<file path="config.mk">
export PLATFORM = sky130hd
export DESIGN_NAME = orv64_l2_port_arb
export DESIGN_NICKNAME = d
export VERILOG_FILES = /design/src/rtl/orv64_param_pkg.sv /design/src/rtl/orv64_typedef_pkg.sv /design/src/rtl/orv64_l2_arb_order_fifo.sv /design/src/rtl/orv64_l2_port_arb.sv
export SDC_FILE = /design/constraint.sdc
export NUM_CORES = 1
export LEC_CHECK = 0
export CAP_MARGIN = 10
export CELL_PAD_IN_SITES_DETAIL_PLACEMENT = 0
export CELL_PAD_IN_SITES_GLOBAL_PLACEMENT = 1
export CORE_AREA = 2 2 359 361
export DETAILED_ROUTE_END_ITERATION = 10
export DIE_AREA = 0 0 361 363
export PLACE_DENSITY = 0.44
export SYNTH_ARGS = -nofsm -noshare
export SYNTH_HDL_FRONTEND = slang
export SYNTH_SLANG_ARGS = --single-unit
</file>
<file path="constraint.sdc">
create_clock -name clk -period 4.38 [get_ports clk]
set_input_delay 0.657 -clock clk [delete_from_list [all_inputs] [get_ports clk]]
set_output_delay 0.657 -clock clk [all_outputs]
set_load 0.005 [all_outputs]
</file>
<file path="src/rtl/orv64_param_pkg.sv">
// Purpose: shared ORV64 sizing parameters and small ID types.
// Latency: n/a (types only).
// Backpressure: n/a.
package orv64_param_pkg;

    localparam int N_REQ_MAX = 8;

    typedef logic [$clog2(N_REQ_MAX)-1:0] orv64_l2_arb_req_id_t;

endpackage

</file>
<file path="src/rtl/orv64_typedef_pkg.sv">
// Purpose: shared ORV64 L2 request/response payload types.
// Latency: n/a (types only).
// Backpressure: n/a.
package orv64_typedef_pkg;

    typedef enum logic [1:0] {
        REQ_READ  = 2'd0,
        REQ_WRITE = 2'd1,
        REQ_LR    = 2'd2,
        REQ_SC    = 2'd3
    } cpu_req_type_t;

    typedef struct packed {
        cpu_req_type_t req_type;
        logic [39:0]   addr;
        logic [63:0]   data;
        logic [7:0]    mask;
    } cpu_req_t;

    typedef struct packed {
        logic [63:0] data;
        logic        err;
    } cpu_resp_t;

endpackage

</file>
<file path="src/rtl/orv64_l2_arb_order_fifo.sv">
// Purpose: register-based order FIFO holding requester IDs of in-flight L2 requests.
// Latency: head visible the cycle after push into an empty FIFO; pop frees the slot next cycle.
// Backpressure: push ignored when full, pop ignored when empty; owner gates with full/empty.
module orv64_l2_arb_order_fifo #(
    parameter int DEPTH = 8,
    parameter int WIDTH = 3,
    localparam int AW   = $clog2(DEPTH),
    localparam int CW   = $clog2(DEPTH + 1)
) (
    input  logic             clk,
    input  logic             rst,
    input  logic             push,
    input  logic [WIDTH-1:0] push_dat,
    input  logic             pop,
    output logic             full,
    output logic             empty,
    output logic [WIDTH-1:0] head,
    output logic [CW-1:0]    cnt
);

    logic [AW:0]      wr_ptr;
    logic [AW:0]      rd_ptr;
    logic [WIDTH-1:0] mem [DEPTH];
    logic             push_ok;
    logic             pop_ok;

    assign push_ok = push && !full;
    assign pop_ok  = pop && !empty;

    // Extra wrap bit distinguishes full from empty when the index bits match.
    assign empty = (wr_ptr == rd_ptr);
    assign full  = (wr_ptr[AW] != rd_ptr[AW]) && (wr_ptr[AW-1:0] == rd_ptr[AW-1:0]);
    assign cnt   = CW'(wr_ptr - rd_ptr);
    assign head  = mem[rd_ptr[AW-1:0]];

    always_ff @(posedge clk or posedge rst) begin
        if (rst) begin
            wr_ptr <= '0;
            rd_ptr <= '0;
        end else begin
            if (push_ok) wr_ptr <= wr_ptr + (AW+1)'(1);
            if (pop_ok)  rd_ptr <= rd_ptr + (AW+1)'(1);
        end
    end

    always_ff @(posedge clk) begin
        if (push_ok) mem[wr_ptr[AW-1:0]] <= push_dat;
    end

endmodule

</file>
<file path="src/rtl/orv64_l2_port_arb.sv">
// Purpose: round-robin share of one L2 cpu_req/cpu_resp port with in-order response steering.
// Latency: 0-cycle request grant and 0-cycle response steering (both combinational).
// Backpressure: grant locks while L2 stalls; requests blocked at MAX_OUTST; head owner's resp_ready stalls L2.
module orv64_l2_port_arb
    import orv64_typedef_pkg::*;
    import orv64_param_pkg::*;
#(
    parameter int N_REQ     = 4,
    parameter int MAX_OUTST = 8
) (
    input  logic                           clk,
    input  logic                           rst,
    input  logic [N_REQ-1:0]               req_valid,
    output logic [N_REQ-1:0]               req_ready,
    input  cpu_req_t                       req [N_REQ],
    output logic [N_REQ-1:0]               resp_valid,
    input  logic [N_REQ-1:0]               resp_ready,
    output cpu_resp_t                      resp [N_REQ],
    output logic                           l2_req_valid,
    input  logic                           l2_req_ready,
    output cpu_req_t                       l2_req,
    input  logic                           l2_resp_valid,
    output logic                           l2_resp_ready,
    input  cpu_resp_t                      l2_resp,
    output logic [$clog2(MAX_OUTST+1)-1:0] outst_cnt,
    output logic                           err_orphan_resp
);

    localparam int GW = $clog2(N_REQ);

    logic [GW-1:0]        last_gnt;
    logic [GW-1:0]        lock_id;
    logic                 lock_vld;
    logic [GW-1:0]        rr_gnt;
    logic [GW-1:0]        rr_cand;
    logic [GW-1:0]        gnt;
    logic [GW-1:0]        head_id;
    orv64_l2_arb_req_id_t fifo_head;
    logic                 fifo_full;
    logic                 fifo_empty;
    logic                 push;
    logic                 pop;

    // Walk from the farthest candidate back to last_gnt+1 so the nearest valid one wins.
    always_comb begin
        rr_gnt  = last_gnt;
        rr_cand = last_gnt;
        for (int i = N_REQ; i >= 1; i--) begin
            rr_cand = GW'((int'(last_gnt) + i) % N_REQ);
            if (req_valid[rr_cand]) rr_gnt = rr_cand;
        end
    end

    assign gnt          = lock_vld ? lock_id : rr_gnt;
    assign l2_req_valid = (|req_valid) && !fifo_full && !rst;
    assign l2_req       = req[gnt];
    assign push         = l2_req_valid && l2_req_ready;
    assign req_ready    = push ? (N_REQ'(1) << gnt) : '0;

    assign head_id       = fifo_head[GW-1:0];
    assign resp_valid    = (l2_resp_valid && !fifo_empty) ? (N_REQ'(1) << head_id) : '0;
    assign l2_resp_ready = fifo_empty ? 1'b1 : resp_ready[head_id];
    assign pop           = l2_resp_valid && l2_resp_ready && !fifo_empty;

    for (genvar g = 0; g < N_REQ; g++) begin : g_resp
        assign resp[g] = l2_resp;
    end

    always_ff @(posedge clk or posedge rst) begin
        if (rst) begin
            last_gnt        <= GW'(N_REQ - 1);
            lock_vld        <= 1'b0;
            lock_id         <= '0;
            err_orphan_resp <= 1'b0;
        end else begin
            if (push) begin
                last_gnt <= gnt;
                lock_vld <= 1'b0;
            end else if (l2_req_valid) begin
                lock_vld <= 1'b1;
                lock_id  <= gnt;
            end
            if (l2_resp_valid && fifo_empty) err_orphan_resp <= 1'b1;
        end
    end

    orv64_l2_arb_order_fifo #(
        .DEPTH (MAX_OUTST),
        .WIDTH ($bits(orv64_l2_arb_req_id_t))
    ) u_order_fifo (
        .clk      (clk),
        .rst      (rst),
        .push     (push),
        .push_dat (orv64_l2_arb_req_id_t'(gnt)),
        .pop      (pop),
        .full     (fifo_full),
        .empty    (fifo_empty),
        .head     (fifo_head),
        .cnt      (outst_cnt)
    );

endmodule

</file>
==> results by group <==
Clock network
  • Num CTS Buffers: 5
  • Deepest clock path buffer count: 2
  • Hold_buf cts: 0
  • Clock sinks: 30
  • H-Tree Depth: 2
  • Worst-Skew Late Latency: 270 ps
  • Clk pin slew, worst setup/hold paths: 50 ps
  • Post-CTS Setup Inserts: 0
  • CTS resizes: 0
  • Root Buffer Master: clkbuf_16
  • CTS tree: built

Floorplan
  • IO Pins: 922
  • Core ar.: 127000 um^2
  • Initial core utilization: 5.50%
  • Die width: 361 um
  • Die height: 363 um
  • Num rows: 131
  • Die area: 131000 um^2

Detailed routing
  • Antenna Violating Nets Remaining: 0
  • Detailed Route Iter0 Violations: 382
  • Drt wl/cell: 17.5 um
  • DRC: 0
  • Detailed-route wire length: 54900 um
  • Via/cell ratio: 2.78
  • Vias: 8706
  • First drt pass iteration count: 4

Critical path
  • Critical Path End: l2_req[72]
  • Crit Reg-Reg Startpoint: u_order_fifo.rd_ptr[2]$_DFFE_PP0P_
  • Critical path data required time: 3720 ps
  • Worst-path fanout max: 34
  • Setup crit end kind: output pin
  • Setup CP Type: in2out
  • Worst R2R Setup Slack: 1490 ps
  • R2R cell count: 9
  • Worst Path Arrival: 3490 ps
  • Critical path launch point type: input pin
  • Worst setup path start: req_valid[3]
  • Reg-to-Reg End: u_order_fifo.mem[7][0]$_DFFE_PP_

Yosys
  • Warnings from Yosys: 0
  • Top_reg_cell synth: edfxtp_1
  • Synth Area in XOR/XNOR: 1.13%
  • Compound-Gate Fraction of Synth Area: 12.1%
  • EDFF count, synth: 16
  • Mapped Nets: 1700
  • Synth Area in Adders: 1.18%
  • Post-synthesis mux area share: 2.08%
  • Syn Std Cell Area: 6990 um^2
  • Cell count after synthesis: 1161
  • Unique masters post-synth: 43
  • Async SR Flop Fraction: 46.7%
  • Post-synthesis sequential area ratio: 11.9%
  • Avg Cell Area, Syn: 6.02 um^2
  • Post-synthesis simple-gate area fraction: 38.2%
  • #FFs+latches synth: 30
  • Largest family of logic cells by synthesized area: simple AND/OR/NAND/NOR gates

Job
  • MaxCap Viol Count: 0

Cells and area
  • Commonest cells after routing, fill and taps aside: clkdlybuf4s50_1, nand2_1, and3_1
  • Reg area: 833 um^2
  • Leading cell type in the layout, fill and taps excluded: clkdlybuf4s50_1
  • Area used by multi-input combinational logic: 3830 um^2
  • Share of post-route cells with drive strength above 1: 4.29%
  • P&R area growth vs syn: 92.5%
  • # nets final: 2008
  • Fillcell total: 14900
  • Final core occ: 10.6%

Pwr
  • Pwr Total: 8.47 mW
  • Max rail drop VDD: 0.389 mV
  • Pleak: 4.99 nW
  • PwrDens: 630 nW/um^2

GRT
  • Largest net degree at the start of global routing: 63
  • Vias in the first global route: 9154
  • Initial antenna violation count: 11
  • First-pass GRT wire length: 73400 um
  • Total congestion overflow: 0
  • Gr usage total: 7.87%

Place
  • Dpl hpwl: 47100 um
  • Gp weighted congestion: 0.806
  • Port Buffers: 596

STA
  • RSZ-0062 raised after global routing: false
  • Clock Skew: 2.80 ps
  • FMAX: 241 MHz
  • Setup TNS: 0 ps
  • Hold Slack: 459 ps
  • Period utilization: 94.7%
  • Worst rel slew slack: 59.6%
  • Hold Vio Cnt, Final: 0
  • Worst slew pin tran: 606 ps
  • Post-route minimum period: 4150 ps
  • Final setup viols: 0
  • Pins Over Slew Limit: 0

Run status
  • Outcome: completed

Hold path
  • Worst hold path class: reg2reg
  • Hold depth: 1
[synthesized netlist by cell type (2+ instances only)]
master	number	share of area, %
a21o_1	3	0.32
a21oi_1	5	0.36
a31oi_1	114	10
and2_1	2	0.18
and3_1	116	10
buf_1	2	0.11
buf_2	24	1.7
buf_4	260	28
clkbuf_1	51	2.7
dfrtp_1	12	4.3
dfstp_2	2	0.75
edfxtp_1	16	6.9
ha_1	5	0.90
inv_1	11	0.59
inv_2	2	0.11
mux2i_1	4	0.57
mux4_2	3	0.97
nand2_1	470	25
nand2b_1	2	0.18
nand3_1	3	0.21
nor2_1	19	1.0
nor2b_1	4	0.36
nor3_1	2	0.14
o21ai_0	3	0.21
xnor2_1	6	0.75
xor2_1	3	0.38
[per-layer routing]
layer	up-vias	global-route usage, %	wire length, um
met5	-	0.835	167
met4	6	1.16	748
met3	33	3.69	6390
met2	552	12.9	25000
met1	3929	9.47	22600
li1	4186	-	-
[critical path: stages]
cell and delay (ps):
clkdlybuf4s50_1 510, or3_1 440, a31oi_4 250, buf_12 160, buf_12 190, nand2_1 80
and3_1 170, a31oi_1 360, clkdlybuf4s50_1 620
[worst min-delay path by stage]
stage | from | end
final | err_orphan_resp$_DFFE_PP0P_ | err_orphan_resp$_DFFE_PP0P_
after global routing | err_orphan_resp$_DFFE_PP0P_ | err_orphan_resp$_DFFE_PP0P_
after CTS | err_orphan_resp$_DFFE_PP0P_ | err_orphan_resp$_DFFE_PP0P_
after detailed placement | err_orphan_resp$_DFFE_PP0P_ | err_orphan_resp$_DFFE_PP0P_
after global placement | err_orphan_resp$_DFFE_PP0P_ | err_orphan_resp$_DFFE_PP0P_
after floorplan | err_orphan_resp$_DFFE_PP0P_ | err_orphan_resp$_DFFE_PP0P_
[power breakdown]
part	leakage [nW]	internal, mW	switching [mW]
clock	0.0673	0.207	0.125
combinational	4.62	3.81	3.84
sequential	0.305	0.412	0.0740
total	4.99	4.43	4.04
[state kept, by name, summed over array words and instances, names as in the netlist]
register             count
lock_id                  2
u_order_fifo.mem        16
last_gnt                 2
u_order_fifo.rd_ptr      4
u_order_fifo.wr_ptr      4
lock_vld                 1
err_orphan_resp          1
[through the flow]
step / worst slack [ps] / instance area (um^2) / cells
3_3_place_gp: 105 / 13300 / 3124
2_1_floorplan: 1430 / 6990 / 1161
4_1_cts: 104 / 13400 / 3132
6_report: 233 / 13400 / 3134
3_5_place_dp: 143 / 13300 / 3124
5_1_grt: 38.8 / 13400 / 3132
[final cells by class]
class / instances / share of cell area [%]
timing repair buffer: 639 / 48.3
tap: 1662 / 15.5
clock buffer: 5 / 0.931
antenna: 2 / 0.0372
sequential: 30 / 6.20
clock inverter: 3 / 0.121
inverter: 13 / 0.456
multi-input combinational: 780 / 28.5
[cell families after synthesis]
family | after synthesis
buffers and inverters | 351
xor gates and xnor gates | 9
adders and majority gates | 6
DFF | 30
muxes | 10
AOI/OAI and AO/OA | 132
and+or+nand+nor | 623
(Power assumes the default switching activity.)
